$ cat config.mk
export PLATFORM = sky130hd
export DESIGN_NAME = clic_trig_gateway
export DESIGN_NICKNAME = d
export VERILOG_FILES = /design/src/rtl/clic_trig_gateway.sv
export SDC_FILE = /design/constraint.sdc
export NUM_CORES = 1
export LEC_CHECK = 0
export CAP_MARGIN = 40
export CORE_ASPECT_RATIO = 0.75
export CORE_UTILIZATION = 46
export DETAILED_ROUTE_END_ITERATION = 8
export GPL_ROUTABILITY_DRIVEN = 0
export PLACE_DENSITY = 0.94
export SLEW_MARGIN = 20
export SYNTH_ARGS = -nofsm -noshare
export SYNTH_HDL_FRONTEND = slang
export SYNTH_HIERARCHICAL = 1
export SYNTH_SLANG_ARGS = --single-unit
$ cat constraint.sdc
create_clock -name clk_i -period 7.2 [get_ports clk_i]
set_clock_uncertainty 0.2 [all_clocks]
set_input_delay 1.44 -clock clk_i [delete_from_list [all_inputs] [get_ports clk_i]]
set_output_delay 1.44 -clock clk_i [all_outputs]
set_load 0.02 [all_outputs]
$ cat src/rtl/clic_trig_gateway.sv
// CLIC trigger gateway: synchronises raw interrupt lines and turns them into level
// or edge pending bits, with software write and core acknowledge on edge sources.

module clic_trig_lane #(
    parameter int SYNC_STAGES = 2
) (
    input  logic       clk_i,
    input  logic       rst_ni,
    input  logic       warm_i,
    input  logic       src_i,
    input  logic [1:0] trig_i,
    input  logic       sw_we_i,
    input  logic       sw_d_i,
    input  logic       ack_i,
    output logic       ip_o,
    output logic       ip_de_o
);
    logic s, lvl, prv, edge_det, ip_nxt;

    generate
        if (SYNC_STAGES == 0) begin : g_nosync
            assign s = src_i;
        end else begin : g_sync
            logic [SYNC_STAGES-1:0] sync_q;
            always_ff @(posedge clk_i) begin
                if (!rst_ni) sync_q <= '0;
                else         sync_q <= SYNC_STAGES'({sync_q, src_i});
            end
            assign s = sync_q[SYNC_STAGES-1];
        end
    endgenerate

    // Until the synchroniser has refilled after reset its output is stale zeros,
    // so the line is ignored and prv stays high: a line already active never edges.
    always_comb begin
        lvl      = s ^ trig_i[1];
        edge_det = warm_i & lvl & ~prv;
        ip_nxt   = ip_o;
        if (!trig_i[0]) begin
            if (warm_i) ip_nxt = lvl;
        end else if (edge_det) begin
            ip_nxt = 1'b1;
        end else if (sw_we_i) begin
            ip_nxt = sw_d_i;
        end else if (ack_i) begin
            ip_nxt = 1'b0;
        end
    end

    always_ff @(posedge clk_i) begin
        if (!rst_ni) begin
            prv     <= 1'b1;
            ip_o    <= 1'b0;
            ip_de_o <= 1'b0;
        end else begin
            if (warm_i) prv <= lvl;
            ip_o    <= ip_nxt;
            ip_de_o <= ip_nxt ^ ip_o;
        end
    end
endmodule

module clic_trig_gateway #(
    parameter int N_SOURCE    = 32,
    parameter int SYNC_STAGES = 2,
    localparam int IDW        = (N_SOURCE > 1) ? $clog2(N_SOURCE) : 1
) (
    input  logic                     clk_i,
    input  logic                     rst_ni,
    input  logic [N_SOURCE-1:0]      irq_src_i,
    input  logic [N_SOURCE-1:0][1:0] trig_i,
    input  logic [N_SOURCE-1:0]      ie_i,
    input  logic [N_SOURCE-1:0]      ip_sw_we_i,
    input  logic [N_SOURCE-1:0]      ip_sw_d_i,
    input  logic                     ack_valid_i,
    input  logic [IDW-1:0]           ack_id_i,
    output logic [N_SOURCE-1:0]      ip_o,
    output logic [N_SOURCE-1:0]      ip_de_o,
    output logic [N_SOURCE-1:0]      irq_pend_o
);
    logic [1:0] wcnt;
    logic       warm;

    always_ff @(posedge clk_i) begin
        if (!rst_ni)          wcnt <= 2'(SYNC_STAGES);
        else if (wcnt != '0)  wcnt <= wcnt - 2'd1;
    end
    assign warm = (wcnt == '0);

    // Ids at or above N_SOURCE match no lane, so out-of-range acks fall away.
    genvar i;
    generate
        for (i = 0; i < N_SOURCE; i++) begin : g_lane
            clic_trig_lane #(.SYNC_STAGES(SYNC_STAGES)) u_lane (
                .clk_i   (clk_i),
                .rst_ni  (rst_ni),
                .warm_i  (warm),
                .src_i   (irq_src_i[i]),
                .trig_i  (trig_i[i]),
                .sw_we_i (ip_sw_we_i[i]),
                .sw_d_i  (ip_sw_d_i[i]),
                .ack_i   (ack_valid_i && (ack_id_i == IDW'(i))),
                .ip_o    (ip_o[i]),
                .ip_de_o (ip_de_o[i])
            );
        end
    endgenerate

    assign irq_pend_o = ip_o & ie_i;
endmodule

# Word level (Yosys, flattened, before mapping)
# Cells that the tools add are included.
totals:
  reg_bits: 162
  output_inout_bits: 96
  word_cells: 517
classes:
  n_addsub: 1
  n_eq_ne: 31
  mux: 160
  n_bitwise: 161
  reduce_logical: 35
op_table:
  columns: ["operator", "count"]
  rows:
  - ["two-way mux 1 bit", 160]
  - ["== test 5 bit (second input constant)", 16]
  - ["AND 1 bit", 64]
  - ["bitwise XOR 1 bit", 64]
  - ["== test 5 x 4 -> 1 bit (second input constant)", 8]
  - ["AND 32 bit", 1]
  - ["logical AND 1 bit", 32]
  - ["inverter 1 bit", 32]
  - ["== test 5 x 3 -> 1 bit (second input constant)", 4]
  - ["== test 5 x 2 -> 1 bit (second input constant)", 2]
  - ["== test 5 x 1 -> 1 bit (second input constant)", 1]
  - ["zero test 5 bit", 1]
  - ["zero test 2 bit", 1]
  - ["nonzero test 2 bit", 1]
  - ["subtractor 2 x 1 -> 2 bit (second input constant)", 1]

# Logic depth before layout (Yosys ltp)
# Gate-level depths: netlist of run 1.
depth:
  word_depth: 7
  ltp_mapped: 6

# Hierarchy
# Netlist of run 1, hierarchy kept.
modules_own_cells:
  columns: ["mod", "instances", "cells_each", "area_each_um2", "seq_area_each_um2"]
  rows:
  - ["clic_trig_lane", 32, 21, 201.4, 100.1]
  - ["clic_trig_gateway", 1, 89, 523.0, 40.0]

# Worst setup path after synthesis of run 1
# OpenSTA, ideal clock, no wires.
synth_path:
  kind: "register to register"
  startpoint: "register wcnt[0]"
  endpoint: "register g_lane[0].u_lane.ip_de_o"
  setup_time_ns: 0.124
  t_arrival_ns: 3.287
  required_time_ns: 6.876
  setup_slack_ns: 3.589
  stages_incl_launch_ff: 5
  cell_sequence: "dfxtp_1 > inv_1 > ha_1 > a31oi_1 > mux2_1"
synth_between:
  elab_chain_len: 6
  elab_cells_between_ends: 7
  cone_classes: "mux (3); bitwise (3); reduce/logical (1)"
synth_rtl:
  columns: ["element", "line_no", "text"]
  rows:
  - ["start: declaration", "81", "logic [1:0] wcnt;"]
  - ["start signal: assignment", "85", "if (!rst_ni) wcnt <= 2'(SYNC_STAGES);"]
  - ["start signal: assignment", "86", "else if (wcnt != '0) wcnt <= wcnt - 2'd1;"]
  - ["zero test 2 bit *", "88", "assign warm = (wcnt == '0);"]
  - ["net warm", "82", "logic warm;"]
  - ["AND 1 bit (2 in a row)", "37", "edge_det = warm_i & lvl & ~prv;"]
  - ["two-way mux 1 bit", "41", "end else if (edge_det) begin"]
  - ["two-way mux 1 bit *", "39", "if (!trig_i[0]) begin"]
  - ["bitwise XOR 1 bit *", "58", "ip_de_o <= ip_nxt ^ ip_o;"]
  - ["end signal: assignment", "58", null]
  - ["end: declaration", "16", "output logic ip_de_o"]
# Mark *: on every way through the listed nets, which the timed path passes. The rest lies on a longest branch.
# A chain may end at the register's enable or synchronous reset.

# Worst setup path in the final report of run 1
layout_path:
  startpoint: "input port ie_i[17]"
  endpoint: "output port irq_pend_o[17]"
layout_between:
  elab_chain_len: 1
layout_rtl:
  columns: ["element", "line_no", "text"]
  rows:
  - ["start: declaration", "72", "input logic [N_SOURCE-1:0] ie_i,"]
  - ["AND 32 bit", "109", "assign irq_pend_o = ip_o & ie_i;"]
  - ["end: declaration", "79", "output logic [N_SOURCE-1:0] irq_pend_o"]
# No other way between the ends.

==> results of run 1 <==
-- routing by layer --
layer / track usage (%) / share of wire [%] / wire, um
met2: 48.21 / 51 / 10400
met4: 6.466 / 1.1 / 225
met1: 27.71 / 40 / 8095
met3: 7.440 / 7.7 / 1557
met5: 0 / 0 / 0
-- cells by family after synthesis --
kind of cell / after synthesis / share of synthesized area (%)
mux: 64 / 9.767
fa+ha+maj: 1 / 0.1795
simple gates: 399 / 30.41
compound gates: 97 / 8.689
buf+inv: 5 / 0.2693
xor+xnor: 33 / 4.147
flops: 162 / 46.54
-- layout by cell type (no fill, tap or decap) --
| cell | Yosys | layout |
|---|---|---|
| a21boi_0 | 32 | 32 |
| o21ai_0 | 33 | 33 |
| inv_1 | 2 | 2 |
| or2_2 | 1 | 1 |
| inv_6 | 0 | 3 |
| nand2_1 | 97 | 97 |
| nand2b_1 | 2 | 2 |
| and2_1 | 97 | 97 |
| bufinv_16 | 0 | 6 |
| buf_4 | 0 | 3 |
| nor2_1 | 64 | 64 |
| mux2_1 | 32 | 32 |
| mux2i_1 | 32 | 32 |
| buf_16 | 0 | 1 |
| nand4_1 | 1 | 1 |
| clkdlybuf4s50_1 | 0 | 294 |
| and3_1 | 32 | 32 |
| clkinvlp_4 | 0 | 1 |
| xnor2_1 | 1 | 1 |
| dfxtp_1 | 162 | 162 |
| xor2_1 | 32 | 32 |
| clkbuf_16 | 0 | 17 |
| nor3_1 | 32 | 32 |
| ha_4 | 0 | 1 |
| a31oi_1 | 32 | 32 |
| or4b_1 | 1 | 1 |
| nand4b_1 | 3 | 3 |
| nor2b_1 | 34 | 34 |
| clkinv_4 | 0 | 2 |
| nor3b_1 | 32 | 32 |
| nand4bb_1 | 3 | 3 |
-- worst max-delay path: stages --
cell and delay [ps]:
clkdlybuf4s50_1 450, and2_1 150, clkdlybuf4s50_1 610
-- report_power, final --
group / total [mW] / switching, mW / leakage (nW) / internal, mW
Clock: 1.02 / 0.367 / 0.316 / 0.650
Sequential: 1.06 / 0.0629 / 1.33 / 1.00
Combinational: 0.693 / 0.340 / 2.70 / 0.353
Total: 2.77 / 0.769 / 4.35 / 2.00
-- state kept, by name, summed over array words and instances (netlist names) --
signal and flops:
g_lane.u_lane/ip_de_o 32, g_lane.u_lane/prv 32, wcnt 2, g_lane.u_lane/g_sync.sync_q 64, g_lane.u_lane/ip_o 32
-- layout make-up --
type | count | area share (%)
clock buffer | 17 | 3.913
clock inverter | 12 | 2.129
inverter | 2 | 0.06906
multi-input combinational | 594 | 34.22
sequential | 162 | 29.83
tap | 200 | 2.302
timing repair buffer | 298 | 27.53
-- worst paths after layout --
path	depth (start not counted)	to	startpoint	slack [ps]
worst max-delay path	3	irq_pend_o[17]	ie_i[17]	2910
worst min-delay path	1	g_lane[3].u_lane/g_sync.sync_q[1]$_SDFF_PN0_	g_lane[3].u_lane/g_sync.sync_q[0]$_SDFF_PN0_	230
worst min register to register	1	g_lane[3].u_lane/g_sync.sync_q[1]$_SDFF_PN0_	g_lane[3].u_lane/g_sync.sync_q[0]$_SDFF_PN0_	230
worst max register to register	5	g_lane[28].u_lane/ip_de_o$_SDFF_PN0_	wcnt[0]$_SDFFE_PN0N_	4610
==> summary.txt, run 1 <==
Placed design
  – Dpl hpwl: roughly 15 mm
  – IO buf count: approximately 300
  – Setup WS pre-CTS: about 2900 ps
  – Placed inst area: 10190 um^2
  – Inst Count DP: around 1300

Clocking
  – Root buf cell: clkbuf_16
  – Clk_lat worst skew: ~410 ps
  – Hold-fix buffers, CTS: 0
  – Clock sinks: roughly 160
  – TritonCTS Buffers: 17
  – Max clock buf depth: 2
  – Post-CTS Setup Repair Bufs: 0
  – CTS tree: built
  – Clock transition at path regs: 70 ps
  – CTS resizes: 0
  – Number of H-tree levels: 4

Synth
  – Synth area leader: dfxtp_1
  – Post-Syn Area: about 7000 um^2
  – Yosys warns: 6
  – Post-Syn Area per Cell: 9.158 um^2
  – Commonest cells in the synthesized netlist: dfxtp_1 (162), and2_1 (97), nand2_1 (97)
  – Top cells by area, synth: dfxtp_1 (47%), and2_1 (8.7%), nand2_1 (5.2%)
  – Syn Nets: ~960
  – Post-synth top area share: a little under half
  – Synth unique cells: 24
  – Synth async-reset ratio: 0%
  – Synth Register Bits: about 160
  – Register area share after synthesis: 46.54%
  – Count leader, synth: dfxtp_1
  – EDFF count, synth: 0
  – Synth Instances: 761
  – Synth Flop Type: dfxtp_1

Floorplan
  – Io pins: 296
  – Die area: 15650 um^2
  – Chip Height: around 110 um
  – Row count: 38
  – Core footprint: 14640 um^2
  – Initial Utilization: a little under half
  – Die width: between 100 and 150 um

Timing
  – Fmax: 232.8 MHz
  – Setup WS post-layout: just under 3000 ps
  – Relative slew slack: between 40% and 50%
  – Clock period minus worst slack: ~4300 ps
  – Worst Max-Slew Pin Slew: 756.1 ps
  – Final Hold Vio Count: 0
  – Hold slack: approximately 230 ps
  – RSZ-0062 raised after global routing: no
  – Final setup fails: 0
  – Slew Limit Fails: 0
  – Final worst path period share: between 50% and 60%
  – Final TNS setup: 0 ps

Final layout
  – Cell Count, Final, Fillers Out: roughly 1300
  – Fillers: approximately 1000
  – Seq. cell area: 3243 um^2
  – Diode count: 0
  – Area growth syn-to-layout: 55.98%
  – Final core utilization: around 74%
  – Final Instance Area: 10870 um^2
  – Share of post-route cells with drive strength above 1: around 3.2%
  – Footprint of the multi-input gates: roughly 3700 um^2
  – Final #Nets: approximately 1300

Worst hold path
  – Hold Crit Class: register to register

Global route
  – Largest net degree at the start of global routing: about 110
  – Grt ovf: 0
  – GRT Total Usage: about a quarter
  – Vias in the first global route: 6305
  – Initial antenna violation count: 0
  – First-pass GRT wire length: roughly 31 mm

Worst setup path
  – Startpoint Class: primary input
  – CP max FO: 1
  – WS Path Type: primary input to output port
  – Critical Path AT: 2660 ps
  – WP data required: approximately 5600 ps
  – Worst Setup End Kind: output port

Drt
  – ANT nets after route: 0
  – First-pass DRT Iterations: 5
  – Routed WL per cell: about 16 um
  – Routed WL: 20.27 mm
  – Initial DRC Count: ~330
  – Drt drc: 0
  – Via count: between 6000 and 7000
  – Via density per instance: between 5 and 6

Power and ir drop
  – Maximum VDD drop: ~0.15 mV
  – Total power draw: about 2.8 mW
  – Power Dens Cells: 255.0 nW/um^2
  – LEAKAGE: ~4.3 nW

Outcome
  – Status: completed

Run
  – MaxCap Viol Count: 0
No activity file was read; power rests on OpenSTA's default activity.
==> run 2, diff against run 1 <==
--- a/config.mk
+++ b/config.mk
@@ -7,10 +7,10 @@
 export LEC_CHECK = 0
 export CAP_MARGIN = 40
 export CORE_ASPECT_RATIO = 0.75
-export CORE_UTILIZATION = 46
+export CORE_UTILIZATION = 43
 export DETAILED_ROUTE_END_ITERATION = 8
 export GPL_ROUTABILITY_DRIVEN = 0
-export PLACE_DENSITY = 0.94
+export PLACE_DENSITY = 0.89
 export SLEW_MARGIN = 20
 export SYNTH_ARGS = -nofsm -noshare
 export SYNTH_HDL_FRONTEND = slang
==> constraint.sdc (replaced) <==
create_clock -name clk_i -period 4.2 [get_ports clk_i]
set_clock_uncertainty 0.2 [all_clocks]
set_input_delay 0.84 -clock clk_i [delete_from_list [all_inputs] [get_ports clk_i]]
set_output_delay 0.84 -clock clk_i [all_outputs]
set_load 0.02 [all_outputs]
==> run 2 against run 1 <==
  * Sequential share of layout area shrank 0.15 points
  * Utilization shrank 3.8 points
  * Cell area grew 0.49%
  * Routed wire length shrank 3.0%
  * Die area grew 6.9%
  * Non-clock buffer count grew 2
  * Critical endpoint is now irq_pend_o[26]
  * Clock power grew 75%
  * Hold slack gained 4.4 ps
  * Via count grew 0.85%
  * Flip-flop and latch count is the same
==> summary.txt, run 2 (synthesis gave the netlist of run 1 again) <==
Outcome
  – Status: completed

Power and ir drop
  – Clock power frac: 37.2% (+0.5 points)
  – Comb pwr share: 25.0% (about the same)
  – P_sw: 1.308 mW (+70%)
  – Power Dens Cells: 441.0 nW/um^2 (+73%)
  – Flop pwr share: 37.8% (-0.5 points)
  – LEAKAGE: 4.369 nW (+0.52%)
  – Cell Int Power: 3.510 mW (+75%)
  – Total power draw: 4.818 mW (+74%)
  – Switching share of power: 27.14% (-0.62 points)
  – Maximum VDD drop: 0.3376 mV (+120%)

Worst setup path
  – Crit path top cell by count: clkdlybuf4s50_1
  – WP data required: 3160 ps (-2400 ps)
  – FF-to-FF setup slack: 1950 ps (-2660 ps)
  – CP bufs+invs: 2 (unchanged)
  – Critical Path AT: 2080 ps (-580 ps)
  – Reg2reg end: g_lane[31].u_lane/ip_de_o$_SDFF_PN0_
  – CP cell instances: clkdlybuf4s50_1 -> and2_1 -> clkdlybuf4s50_1
  – CP max FO: 1 (unchanged)
  – Worst Setup End Kind: output port
  – Top Family by Delay on Critical Path: buffers and inverters
  – Reg2reg path depth: 6 (+1)
  – Slowest cell on crit path: clkdlybuf4s50_1
  – RR Startpoint: wcnt[0]$_SDFFE_PN0N_
  – Startpoint Class: primary input
  – WS Path Type: primary input to output port
  – Max incr delay on CP: 600 ps (about the same)

Clocking
  – TritonCTS Buffers: 17 (unchanged)
  – Number of H-tree levels: 4 (unchanged)
  – CTS resizes: 0 (unchanged)
  – Clock sinks: 162 (unchanged)
  – CTS tree: built
  – Root buf cell: clkbuf_16
  – Max clock buf depth: 2 (unchanged)
  – Clk_lat worst skew: 420 ps (about the same)
  – Hold-fix buffers, CTS: 0 (unchanged)
  – Post-CTS Setup Repair Bufs: 0 (unchanged)
  – Clock transition at path regs: 60 ps (about the same)

Global route
  – GRT Max-Usage Layer: met2
  – Met1 Use GR: 26.47% (-1.2 points)
  – Met3 Use GR: 6.382% (-1.1 points)
  – Largest net degree at the start of global routing: 95 (-9.5%)
  – Grt ovf: 0 (unchanged)
  – GRT Total Usage: 23.62% (-1.9 points)
  – Initial antenna violation count: 0 (unchanged)
  – Global Route met2 Usage: 42.45% (-5.8 points)
  – Vias in the first global route: 6415 (+1.7%)
  – First-pass GRT wire length: 30.72 mm (+0.43%)

Drt
  – Routed WL: 19.67 mm (-3.0%)
  – ANT nets after route: 0 (unchanged)
  – Via count: 6621 (+0.85%)
  – Via density per instance: 5.117 (+0.15%)
  – First-pass DRT Iterations: 4 (-1)
  – Initial DRC Count: 319 (-2.4%)
  – Drt drc: 0 (unchanged)
  – Routed WL per cell: 15.20 um (-3.7%)

Final layout
  – Commonest non-fill, non-tap cell in the layout: clkdlybuf4s50_1
  – Final Instance Area: 10920 um^2 (+0.49%)
  – Fillers: 1171 (+18%)
  – Diode count: 0 (unchanged)
  – Area growth syn-to-layout: 56.75%
  – Max reg flops: 64 (unchanged)
  – Share of post-route cells with drive strength above 1: 3.489% (+0.26 points)
  – Final #Nets: 1278 (+0.16%)
  – Final core utilization: 70.40% (-3.8 points)
  – Most frequent cells in the layout: clkdlybuf4s50_1 (294), dfxtp_1 (162), and2_1 (97), nand2_1 (97), nor2_1 (64)
  – Largest reg by FF count: g_lane.u_lane/g_sync.sync_q

Floorplan
  – Core footprint: 15520 um^2 (+6.0%)
  – Die width: 149 um (+3.4%)
  – Row count: 39 (+2.6%)
  – Io pins: 296 (unchanged)
  – Initial Utilization: 44.91% (-2.7 points)
  – Chip Height: 112.3 um (+3.4%)
  – Die area: 16730 um^2 (+6.9%)

Timing
  – Clock period minus worst slack: 3123 ps
  – Final Hold Vio Count: 0 (unchanged)
  – Slew Limit Fails: 0 (unchanged)
  – Fmax: 320.2 MHz
  – Relative slew slack: 63.82% (+14 points)
  – Final setup fails: 0 (unchanged)
  – Final TNS setup: 0 ps (unchanged)
  – RSZ-0062 raised after global routing: no
  – Final worst path period share: 74.36%
  – Worst Max-Slew Pin Slew: 542.6 ps (-213.4 ps)

Placed design
  – IO buf count: 295 (unchanged)
  – Dpl hpwl: 14.37 mm (-4.0%)
  – Placed inst area: 10220 um^2 (+0.33%)

Worst hold path
  – Hold Path End: g_lane[22].u_lane/g_sync.sync_q[1]$_SDFF_PN0_
  – Hold Crit Start: g_lane[22].u_lane/g_sync.sync_q[0]$_SDFF_PN0_
  – Hold depth: 1 (unchanged)
  – Hold Crit Class: register to register

Run
  – MaxCap Viol Count: 0 (unchanged)
[run 2: cell types whose count changed in the layout (fill, tap and decap cells not counted), sizes merged]
cell,before,now
clkinvlp,1,2
clkbuf,17,18
inv,5,4
buf,4,6
bufinv,6,7
[run 2: worst max-delay path by stage]
stage | start | end | slack, ps | cells after the start
detailed placement | ie_i[26] | irq_pend_o[26] | 1090 | 3
global route | ie_i[26] | irq_pend_o[26] | 1030 | 3
floorplan | wcnt[0]$_SDFFE_PN0N_ | g_lane[0].u_lane/ip_de_o$_SDFF_PN0_ | 590 | 4
finish | ie_i[26] | irq_pend_o[26] | 1080 | 3
global placement | ie_i[27] | irq_pend_o[27] | 1110 | 3
CTS | ie_i[26] | irq_pend_o[26] | 1080 | 3
[run 2: per-stage QoR]
step           worst slack, ps  hold slack (ps)  cells
2_1_floorplan            589.5            211.8    761
3_3_place_gp              1111            213.5   1262
3_5_place_dp              1094            218.1   1262
4_1_cts                   1082            235.1   1293
5_1_grt                   1032            239.1   1294
6_report                  1077            233.0   1294
[run 2: power groups by stage]
stage               Combinational (mW)  Clock, mW  Sequential, mW
finish                            1.21       1.79            1.82
global route                      1.31       1.89            1.84
CTS                               1.19       1.82            1.82
detailed placement                1.18          0            1.85
global placement                  1.15          0            1.84
floorplan                        0.576          0            1.92
[run 2: cell type report]
cell class,instances,area [um^2],area share (%)
flip-flops and latches,162,3243,29.69
inverters,2,7.507,0.06872
clock inverters,13,255.2,2.337
well taps,205,256.5,2.348
multi-input cells,594,3720,34.05
repair buffers,300,3013,27.58
clock buffers,18,429.2,3.929
[run 2: routing by layer]
layer	wire length, um	vias to the layer above	part of all wire [%]
met2	9820	268	50
met1	7950	3066	40
met5	0	-	0
met4	425	0	2.2
li1	-	3254	-
met3	1474	33	7.5
==> run 3, diff against run 2 <==
--- a/config.mk
+++ b/config.mk
@@ -7,10 +7,10 @@
 export LEC_CHECK = 0
 export CAP_MARGIN = 40
 export CORE_ASPECT_RATIO = 0.75
-export CORE_UTILIZATION = 43
+export CORE_UTILIZATION = 39
 export DETAILED_ROUTE_END_ITERATION = 8
 export GPL_ROUTABILITY_DRIVEN = 0
-export PLACE_DENSITY = 0.89
+export PLACE_DENSITY = 0.85
 export SLEW_MARGIN = 20
 export SYNTH_ARGS = -nofsm -noshare
 export SYNTH_HDL_FRONTEND = slang
==> constraint.sdc (replaced) <==
create_clock -name clk_i -period 2.81 [get_ports clk_i]
set_clock_uncertainty 0.2 [all_clocks]
set_input_delay 0.562 -clock clk_i [delete_from_list [all_inputs] [get_ports clk_i]]
set_output_delay 0.562 -clock clk_i [all_outputs]
set_load 0.02 [all_outputs]
==> run 3 against run 2 <==
  * Sequential share of layout area fell by 0.088 points
  * Count of clock-buffer cells in the layout rose by 3
  * Combinational power rose by 51%
  * Critical path depth did not move
  * Largest cell class unchanged
==> summary.txt, run 3 (synthesis gave the netlist of run 1 again) <==
Worst setup path
  – Slowest cell on crit path: clkdlybuf4s50_1
  – Critical Path AT: 1760 ps (-320 ps)
  – Setup crit start: ie_i[15]
  – Worst Setup End Kind: output port
  – Max incr delay on CP: 610 ps (about the same)
  – Reg2reg path depth: 5 (-1)
  – Startpoint Class: primary input
  – WS Path Type: primary input to output port
  – Crit path to: irq_pend_o[15]
  – CP cell instances: clkdlybuf4s50_1 -> and2_1 -> clkdlybuf4s50_1
  – CP max FO: 1 (unchanged)
  – Crit path top cell by count: clkdlybuf4s50_1
  – RR Startpoint: wcnt[0]$_SDFFE_PN0N_
  – WP data required: 2050 ps (-1110 ps)
  – FF-to-FF setup slack: 900 ps (-1050 ps)
  – Reg2reg end: g_lane[0].u_lane/ip_de_o$_SDFF_PN0_

Drt
  – Routed WL per cell: 15.22 um (+0.11%)
  – Via density per instance: 4.934 (-3.6%)
  – Via count: 6577 (-0.66%)
  – Drt drc: 0 (unchanged)
  – ANT nets after route: 0 (unchanged)
  – Routed WL: 20.29 mm (+3.1%)
  – Initial DRC Count: 301 (-5.6%)
  – First-pass DRT Iterations: 4 (unchanged)

Outcome
  – Status: completed

Timing
  – Clock period minus worst slack: roughly 2500 ps
  – Relative slew slack: 53.26% (-11 points)
  – Final TNS setup: 0 ps (unchanged)
  – Final worst path period share: 89.91%
  – RSZ-0062 raised after global routing: no
  – Worst Max-Slew Pin Slew: 701.0 ps (+158.4 ps)
  – Slew Limit Fails: 0 (unchanged)
  – Final Hold Vio Count: 0 (unchanged)
  – Fmax: slightly below 400 MHz
  – Final setup fails: 0 (unchanged)

Global route
  – Largest net degree at the start of global routing: 81 (-15%)
  – Grt ovf: 0 (unchanged)
  – Vias in the first global route: 6455 (+0.62%)
  – GRT Total Usage: 22.09% (-1.5 points)
  – Initial antenna violation count: 1 (+1)
  – First-pass GRT wire length: 31.59 mm (+2.8%)

Floorplan
  – Initial Utilization: 40.67% (-4.2 points)
  – Die area: 18410 um^2 (+10%)
  – Die width: 156.4 um (+4.9%)
  – Chip Height: 117.8 um (+4.9%)
  – Row count: 41 (+5.1%)
  – Io pins: 296 (unchanged)
  – Core footprint: 17130 um^2 (+10%)

Final layout
  – Commonest non-fill, non-tap cell in the layout: clkdlybuf4s50_1
  – Share of post-route cells with drive strength above 1: 4.015% (+0.53 points)
  – Max reg flops: 64 (unchanged)
  – Largest reg by FF count: g_lane.u_lane/g_sync.sync_q
  – Final #Nets: 1285 (+0.55%)
  – Area growth syn-to-layout: 57.22%
  – Most frequent cells in the layout: clkdlybuf4s50_1 (294), dfxtp_1 (162), and2_1 (97), nand2_1 (97), nor2_1 (64)
  – Final core utilization: 63.95% (-6.5 points)

Clocking
  – Max clock buf depth: 2 (unchanged)
  – Post-CTS Setup Repair Bufs: 0 (unchanged)
  – Clock transition at path regs: 60 ps (about the same)
  – CTS resizes: 0 (unchanged)
  – Clk_lat worst skew: 410 ps (about the same)
  – Number of H-tree levels: 4 (unchanged)
  – Hold-fix buffers, CTS: 0 (unchanged)
  – TritonCTS Buffers: 17 (unchanged)
  – CTS tree: built
  – Root buf cell: clkbuf_16
  – Clock sinks: 162 (unchanged)

Power and ir drop
  – Maximum VDD drop: 0.3938 mV (+17%)
  – LEAKAGE: 4.364 nW (-0.12%)
  – Power Dens Cells: 632.5 nW/um^2 (+43%)

Run
  – MaxCap Viol Count: 0 (unchanged)

Placed design
  – Dpl hpwl: 15.21 mm (+5.9%)
  – IO buf count: 295 (unchanged)

Worst hold path
  – Hold Crit Class: register to register
## run 3: cell count changes in the layout (fill, tap and decap cells not counted), sizes merged
cell / previous run / this run
clkbuf: 18 / 21
inv: 4 / 5
clkinv: 2 / 1
bufinv: 7 / 3
buf: 6 / 13
diode: 0 / 1
clkinvlp: 2 / 3
## run 3: through the flow
| step | hold slack (ps) | power [mW] | instances | area (um^2) | setup WS [ps] |
|---|---|---|---|---|---|
| 3_5_place_dp | 218.9 | 4.585 | 1301 | 10340 | 158.0 |
| 5_1_grt | 241.2 | 7.279 | 1333 | 10960 | 245.0 |
| 2_1_floorplan | 211.8 | 3.696 | 761 | 6972 | 267.7 |
| 4_1_cts | 234.6 | 6.989 | 1332 | 10950 | 263.2 |
| 3_3_place_gp | 213.9 | 4.525 | 1301 | 10340 | 211.7 |
| 6_report | 232.7 | 6.930 | 1333 | 10960 | 283.6 |
## run 3: area by class of cell
class | instances | area (um^2)
fillers | 1456 | 6177
multi-input cells | 594 | 3720
flip-flops and latches | 162 | 3243
repair buffers | 307 | 3078
clock buffers | 21 | 460.4
well taps | 236 | 295.3
clock inverters | 10 | 150.1
inverters | 2 | 7.507
diodes | 1 | 2.502
## run 3: routing by layer
metal	wire, um	GRT usage [%]	vias to the layer above
met5	0	0	-
met4	435	7.843	0
met3	1612	7.364	30
met2	9972	39.26	236
met1	8265	24.30	3039
li1	-	-	3272
## run 3: how the worst min path moves through the flow
stage / slack, ps / startpoint / cells past startpoint / end
3_3_place_gp: 210 / g_lane[12].u_lane/g_sync.sync_q[0]$_SDFF_PN0_ / 1 / g_lane[12].u_lane/g_sync.sync_q[1]$_SDFF_PN0_
5_1_grt: 240 / g_lane[27].u_lane/g_sync.sync_q[0]$_SDFF_PN0_ / 1 / g_lane[27].u_lane/g_sync.sync_q[1]$_SDFF_PN0_
2_1_floorplan: 210 / g_lane[0].u_lane/g_sync.sync_q[0]$_SDFF_PN0_ / 1 / g_lane[0].u_lane/g_sync.sync_q[1]$_SDFF_PN0_
4_1_cts: 230 / g_lane[1].u_lane/g_sync.sync_q[0]$_SDFF_PN0_ / 1 / g_lane[1].u_lane/g_sync.sync_q[1]$_SDFF_PN0_
6_report: 230 / g_lane[24].u_lane/g_sync.sync_q[0]$_SDFF_PN0_ / 1 / g_lane[24].u_lane/g_sync.sync_q[1]$_SDFF_PN0_
3_5_place_dp: 220 / g_lane[27].u_lane/g_sync.sync_q[0]$_SDFF_PN0_ / 1 / g_lane[27].u_lane/g_sync.sync_q[1]$_SDFF_PN0_
## run 3: critical path: cells and delay by family
kind          cells  cell delay [ps]
buf+inv           2             1060
simple gates      1              150
## run 3: power by group
| group | internal [mW] | total [mW] | switching (mW) |
|---|---|---|---|
| clock network | 1.45 | 2.39 | 0.931 |
| logic | 0.942 | 1.83 | 0.884 |
| registers | 2.56 | 2.72 | 0.157 |
| total | 4.96 | 6.93 | 1.97 |
